[src/rtl/fizzbuzz_sequencer_pkg.sv]
// Shared definitions for the fizzbuzz sequencer: FSM encoding and divisors.
package fizzbuzz_sequencer_pkg;

   localparam int FIZZ_MOD = 3;
   localparam int BUZZ_MOD = 5;

   typedef enum logic [1:0] {
      ST_IDLE = 2'd0,
      ST_RUN  = 2'd1,
      ST_DONE = 2'd2
   } state_t;

endpackage

[src/rtl/fizzbuzz_residue.sv]
// Running residue counter n mod MOD. Loads an initial residue, then tracks n+1
// with a cheap increment-and-wrap instead of a divider. wrap_clr resets to 0
// when n itself wraps to 0, since 2**BITS is not a multiple of MOD.
module fizzbuzz_residue #(
   parameter int MOD = 3,
   parameter int W   = 2
) (
   input  logic         clk,
   input  logic         reset,
   input  logic         load,
   input  logic [W-1:0] load_val,
   input  logic         step,
   input  logic         wrap_clr,
   output logic [W-1:0] r
);

   // load beats wrap_clr beats step; wrap_clr and step arrive together on a wrap
   always_ff @(posedge clk or posedge reset) begin
      if (reset)
         r <= '0;
      else if (load)
         r <= load_val;
      else if (wrap_clr)
         r <= '0;
      else if (step)
         r <= (r == W'(MOD - 1)) ? '0 : r + W'(1);
   end

endmodule

[src/rtl/fizzbuzz_sequencer.sv]
// Streams (n, n%3==0, n%5==0) for every n in [first, last] (wrapping modulo
// 2**BITS) over a valid/ready interface, one result per handshake.
module fizzbuzz_sequencer
   import fizzbuzz_sequencer_pkg::*;
#(
   parameter int BITS = 7
) (
   input  logic            clk,
   input  logic            reset,
   input  logic            start,
   input  logic [BITS-1:0] first,
   input  logic [BITS-1:0] last,
   input  logic            abort,
   output logic            busy,
   output logic            out_valid,
   input  logic            out_ready,
   output logic [BITS-1:0] n_out,
   output logic            fizz,
   output logic            buzz,
   output logic            done
);

   localparam int W3 = $clog2(FIZZ_MOD);
   localparam int W5 = $clog2(BUZZ_MOD);

   state_t          state;
   logic [BITS-1:0] last_q;
   logic [W3-1:0]   r3, m3;
   logic [W5-1:0]   r5, m5;
   logic            accept, hs, step, fin, wrap;

   // constant-divisor residues of the incoming first value, used only on accept
   assign m3 = W3'(first % BITS'(FIZZ_MOD));
   assign m5 = W5'(first % BITS'(BUZZ_MOD));

   // abort wins over a same-cycle handshake
   assign accept = (state == ST_IDLE) && start;
   assign hs     = (state == ST_RUN) && out_valid && out_ready && !abort;
   assign step   = hs && (n_out != last_q);
   assign fin    = hs && (n_out == last_q);
   assign wrap   = step && (n_out == {BITS{1'b1}});

   assign busy = (state != ST_IDLE);

   fizzbuzz_residue #(.MOD(FIZZ_MOD), .W(W3)) u_res3 (
      .clk      (clk),
      .reset    (reset),
      .load     (accept),
      .load_val (m3),
      .step     (step),
      .wrap_clr (wrap),
      .r        (r3)
   );

   fizzbuzz_residue #(.MOD(BUZZ_MOD), .W(W5)) u_res5 (
      .clk      (clk),
      .reset    (reset),
      .load     (accept),
      .load_val (m5),
      .step     (step),
      .wrap_clr (wrap),
      .r        (r5)
   );

   // Sequencer FSM with registered outputs. fizz/buzz are registered alongside
   // n_out from the residue the counters will hold next, so they always equal
   // (r3==0)/(r5==0) while a result is presented.
   always_ff @(posedge clk or posedge reset) begin
      if (reset) begin
         state     <= ST_IDLE;
         out_valid <= 1'b0;
         n_out     <= '0;
         fizz      <= 1'b0;
         buzz      <= 1'b0;
         done      <= 1'b0;
         last_q    <= '0;
      end else begin
         case (state)
            ST_IDLE: begin
               done <= 1'b0;
               if (start) begin
                  state     <= ST_RUN;
                  out_valid <= 1'b1;
                  n_out     <= first;
                  last_q    <= last;
                  fizz      <= (m3 == '0);
                  buzz      <= (m5 == '0);
               end
            end
            ST_RUN: begin
               if (abort) begin
                  state     <= ST_IDLE;
                  out_valid <= 1'b0;
               end else if (fin) begin
                  state     <= ST_DONE;
                  out_valid <= 1'b0;
                  done      <= 1'b1;
               end else if (step) begin
                  n_out <= n_out + BITS'(1);
                  fizz  <= wrap || (r3 == W3'(FIZZ_MOD - 1));
                  buzz  <= wrap || (r5 == W5'(BUZZ_MOD - 1));
               end
            end
            ST_DONE: begin
               done  <= 1'b0;
               state <= ST_IDLE;
            end
            default: begin
               state     <= ST_IDLE;
               out_valid <= 1'b0;
               done      <= 1'b0;
            end
         endcase
      end
   end

endmodule

[config.mk]
export PLATFORM = sky130hd
export DESIGN_NAME = fizzbuzz_sequencer
export DESIGN_NICKNAME = d
export VERILOG_FILES = /design/src/rtl/fizzbuzz_sequencer_pkg.sv /design/src/rtl/fizzbuzz_residue.sv /design/src/rtl/fizzbuzz_sequencer.sv
export SDC_FILE = /design/constraint.sdc
export NUM_CORES = 1
export LEC_CHECK = 0
export BUFFER_PORTS_ARGS = -buffer_cell sky130_fd_sc_hd__buf_2
export CAP_MARGIN = 20
export CORE_AREA = 2 2 60 74
export DETAILED_ROUTE_END_ITERATION = 8
export DIE_AREA = 0 0 62 76
export PLACE_DENSITY = 0.78
export SYNTH_ARGS = -nofsm -noshare
export SYNTH_HDL_FRONTEND = slang
export SYNTH_SLANG_ARGS = --single-unit
[constraint.sdc]
create_clock -name clk -period 2.45 [get_ports clk]
set_input_delay 0.49 -clock clk [delete_from_list [all_inputs] [get_ports clk]]
set_output_delay 0.49 -clock clk [all_outputs]
set_load 0.005 [all_outputs]
==> results.yml <==
outcome:
  status: "complete, but fails checks"
  violations: "setup timing"
layout:
  area_delta_synth_final_pct: 43.3
  fin_util: 0.795
  nNetsFinal: 386
  fillers: 279
  num_antenna_cells: 0
  fin_cells: 413
  drive_gt1_frac: 0.356
power_and_ir_drop:
  vdd_drop_max_v: 0.000271
  p_clk_frac: 0.137
  p_comb_frac: 0.496
  seqPwrFrac: 0.368
  p_leak_nw: 1.49
  power.internal_w: 0.00112
  switching_share: 0.386
  cellPowerDensity_nw_per_um2: 564
  p_sw_w: 0.000704
placed_design:
  finalWeightedCongestion: 0.830
  dp_cells: 396
  numPortBuffers: 30
  dp_hpwl_um: 4380
worst_setup_path:
  worstPathArrival_ns: 2.83
  worstRegToRegCells: 8
  crit_family: "compound AO/OA/AOI/OAI gates"
  crit_path_end_kind: "flop"
  start_kind: "input pin"
  cp_slowest_cell: "or4_4"
  path_max_fanout: 7
  cp.depth: 10
  critPathKind: "input pin to flop"
  critPathRequiredTime_ns: 2.64
  critical_path.cell_chain: "buf_12 -> nor2b_1 -> buf_4 -> a32o_1 -> o21ai_1 -> a211oi_2 -> or4_4 -> a21o_1 -> a22o_1 -> a221oi_2"
  critPathMaxStageDelay_ns: 0.59
  critPathBufInv: 2
clock_network:
  hold_buffers: 0
  cts_buffers: 3
  clk-insertion-delay-late_ns: 0.27
  clk_path_buf_depth: 2
  cts.sinks: 25
  htreeDepth: 1
  cts_tree: "yes"
  cts-root-buf: "clkbuf_8"
  clk_pin_slew_ns: 0.08
grt:
  grt_pass1_vias: 2347
  grtUsageTotal: 0.282
  antenna_found_initial: 0
  grt_pass1_wl_um: 10300
  grt_max_degree: 26
  grt_overflow: 0
sta:
  min_period_over_period: 1.08
  slew_violations: 0
  slew_headroom: 0.711
  fmax_ghz: 0.379
  setup_viol: 6
  finalCriticalPeriod_ns: 2.64
  max_slew.worst_pin.slew_ns: 0.429
  whs_ns: 0.242
  fin_skew_ns: 0.00192
  setup_ws_ns: -0.190
  finalSetupTns_ns: -0.725
  rsz0062_at_grt: "true"
  hold_viol_final: 0
floorplanning:
  num_rows: 26
  core_um2: 4070
  die_h_um: 76
  die_w_um: 62
  ios: 31
  initial_utilization: 0.555
  die-area_um2: 4710
logic_synthesis:
  syn_inst: 282
  async_reset_ff_frac: 1.00
  seq_area_frac_synth: 0.277
  yosysWarnings: 0
  yosys.cell_types.count: 63
  ys.flop_type: "dfrtp_1"
  synth_area_um2: 2260
  synth_edf_count: 0
  avgSynthCellArea_um2: 8.00
  syn_nets: 310
  synth-seq-cells: 25
drt:
  viasPerCell: 5.90
  drtIter0Drc: 154
  wl_per_cell_um: 16.7
  drc: 0
  first_pass_iters: 4
  vias: 2435
  antenna_left: 0
  wl_um: 6920
job:
  drv_cap: 0
worst_hold_path:
  hold_class: "input pin to async pin"
-- state kept, by name, indices dropped and copies added, names as in the netlist --
| register | count |
|---|---|
| n_out | 7 |
| out_valid | 1 |
| state | 2 |
| u_res3.r | 2 |
| fizz | 1 |
| buzz | 1 |
| last_q | 7 |
| u_res5.r | 3 |
| done | 1 |
-- synth_stat cells (2+ instances only) --
library cell,number,share of area
buf_4,2,0.0066
o21a_1,5,0.017
buf_2,6,0.013
o31ai_1,4,0.013
and2_1,5,0.014
a211oi_1,4,0.013
a21oi_1,16,0.035
inv_1,16,0.027
ha_1,9,0.050
mux2i_1,5,0.022
nor3_1,6,0.013
a21o_1,5,0.017
o21ai_0,22,0.049
nor3b_1,4,0.013
mux2_2,2,0.010
nand3b_1,2,0.0066
clkbuf_1,7,0.012
a221oi_1,3,0.012
nand3_1,5,0.011
a2111oi_0,2,0.0078
o22ai_1,5,0.014
nand2b_1,7,0.019
nor2b_1,7,0.019
nor2_1,16,0.027
xnor2_1,7,0.027
xor2_1,5,0.019
a22o_1,2,0.0078
nand2_1,35,0.058
nor4bb_1,2,0.0089
a22oi_1,5,0.017
dfrtp_1,25,0.28
a32oi_1,3,0.012
and3_1,3,0.0083
-- worst paths after layout --
| path | to | slack [ns] | startpoint |
|---|---|---|---|
| worst max-delay path | u_res5.r[1]$_DFFE_PP0P_ | -0.19 | first[2] |
| worst min-delay path | last_q[2]$_DFFE_PP0P_ | 0.24 | reset |
| worst max register to register | n_out[0]$_DFFE_PP0P_ | 0.25 | n_out[3]$_DFFE_PP0P_ |
| worst min register to register | done$_DFFE_PP0P_ | 0.48 | done$_DFFE_PP0P_ |
| max in group asynchronous | n_out[0]$_DFFE_PP0P_ | 1.97 | reset |
| min in group clk | last_q[5]$_DFFE_PP0P_ | 0.40 | last[5] |
-- tightest hold or removal path, delay by kind of cell --
family	cells	cell delay, ns
buf+inv	3	0.43
-- stage by stage --
| step | setup slack, ns | area, µm² | total power (W) |
|---|---|---|---|
| after global routing | -0.231 | 3230 | 0.00196 |
| after floorplan | -0.443 | 2330 | 0.00117 |
| after detailed placement | -0.586 | 2780 | 0.00145 |
| after CTS | -0.118 | 2990 | 0.00174 |
| final | -0.190 | 3230 | 0.00182 |
| after global placement | -0.522 | 2780 | 0.00142 |
-- final cells by class --
type                       instances  area [µm²]  area share
inverter                          16        60.1      0.0186
sequential                        25         626       0.193
multi-input combinational        224        1660       0.514
timing repair buffer              88         771       0.238
tap                               56        70.1      0.0217
clock buffer                       4        45.0      0.0139
-- cells in the final DEF, fill, tap and decap left out, types with 6 or more instances in the layout --
cell / instances
nor2_1: 16
ha_1: 6
o21ai_0: 19
nor3_1: 6
buf_2: 25
dfrtp_1: 25
inv_1: 15
buf_4: 49
nor2b_1: 6
nand2_1: 35
a21oi_1: 15
buf_12: 6
-- logic make-up (layout without fill, tap and decap cells) --
group                      after synthesis  in the layout  synth area share
xor gates and xnor gates                12             12            0.0466
adders and majority gates                9              9            0.0499
muxes                                    7              7            0.0322
buffers and inverters                   33            108            0.0665
DFF                                     25             25             0.277
and+or+nand+nor                        109            109             0.268
AOI/OAI and AO/OA                       87             87             0.259
-- power groups by stage --
stage | Clock (W) | Sequential (W) | Combinational, W
2_1_floorplan | 0 | 0.000652 | 0.000517
3_3_place_gp | 0 | 0.000668 | 0.000755
3_5_place_dp | 0 | 0.000675 | 0.000779
4_1_cts | 0.000251 | 0.000666 | 0.000819
5_1_grt | 0.000270 | 0.000691 | 0.00100
6_report | 0.000249 | 0.000671 | 0.000904
-- per-layer routing --
| layer | wire, µm | part of all wire | track usage |
|---|---|---|---|
| met5 | 0 | 0 | 0 |
| met4 | 328 | 0.047 | 0.143 |
| met3 | 264 | 0.038 | 0.0374 |
| met2 | 3760 | 0.54 | 0.508 |
| met1 | 2570 | 0.37 | 0.296 |
-- what timing repair did --
item / 4_1_cts / 5_1_grt
pin swaps: 10 / 21
resized for setup: 23 / 31
setup buffers: 3 / 6
cloned: 2 / 2
endpoints found under the setup margin: 7 / 7
Power figures use the tool's default switching activity.
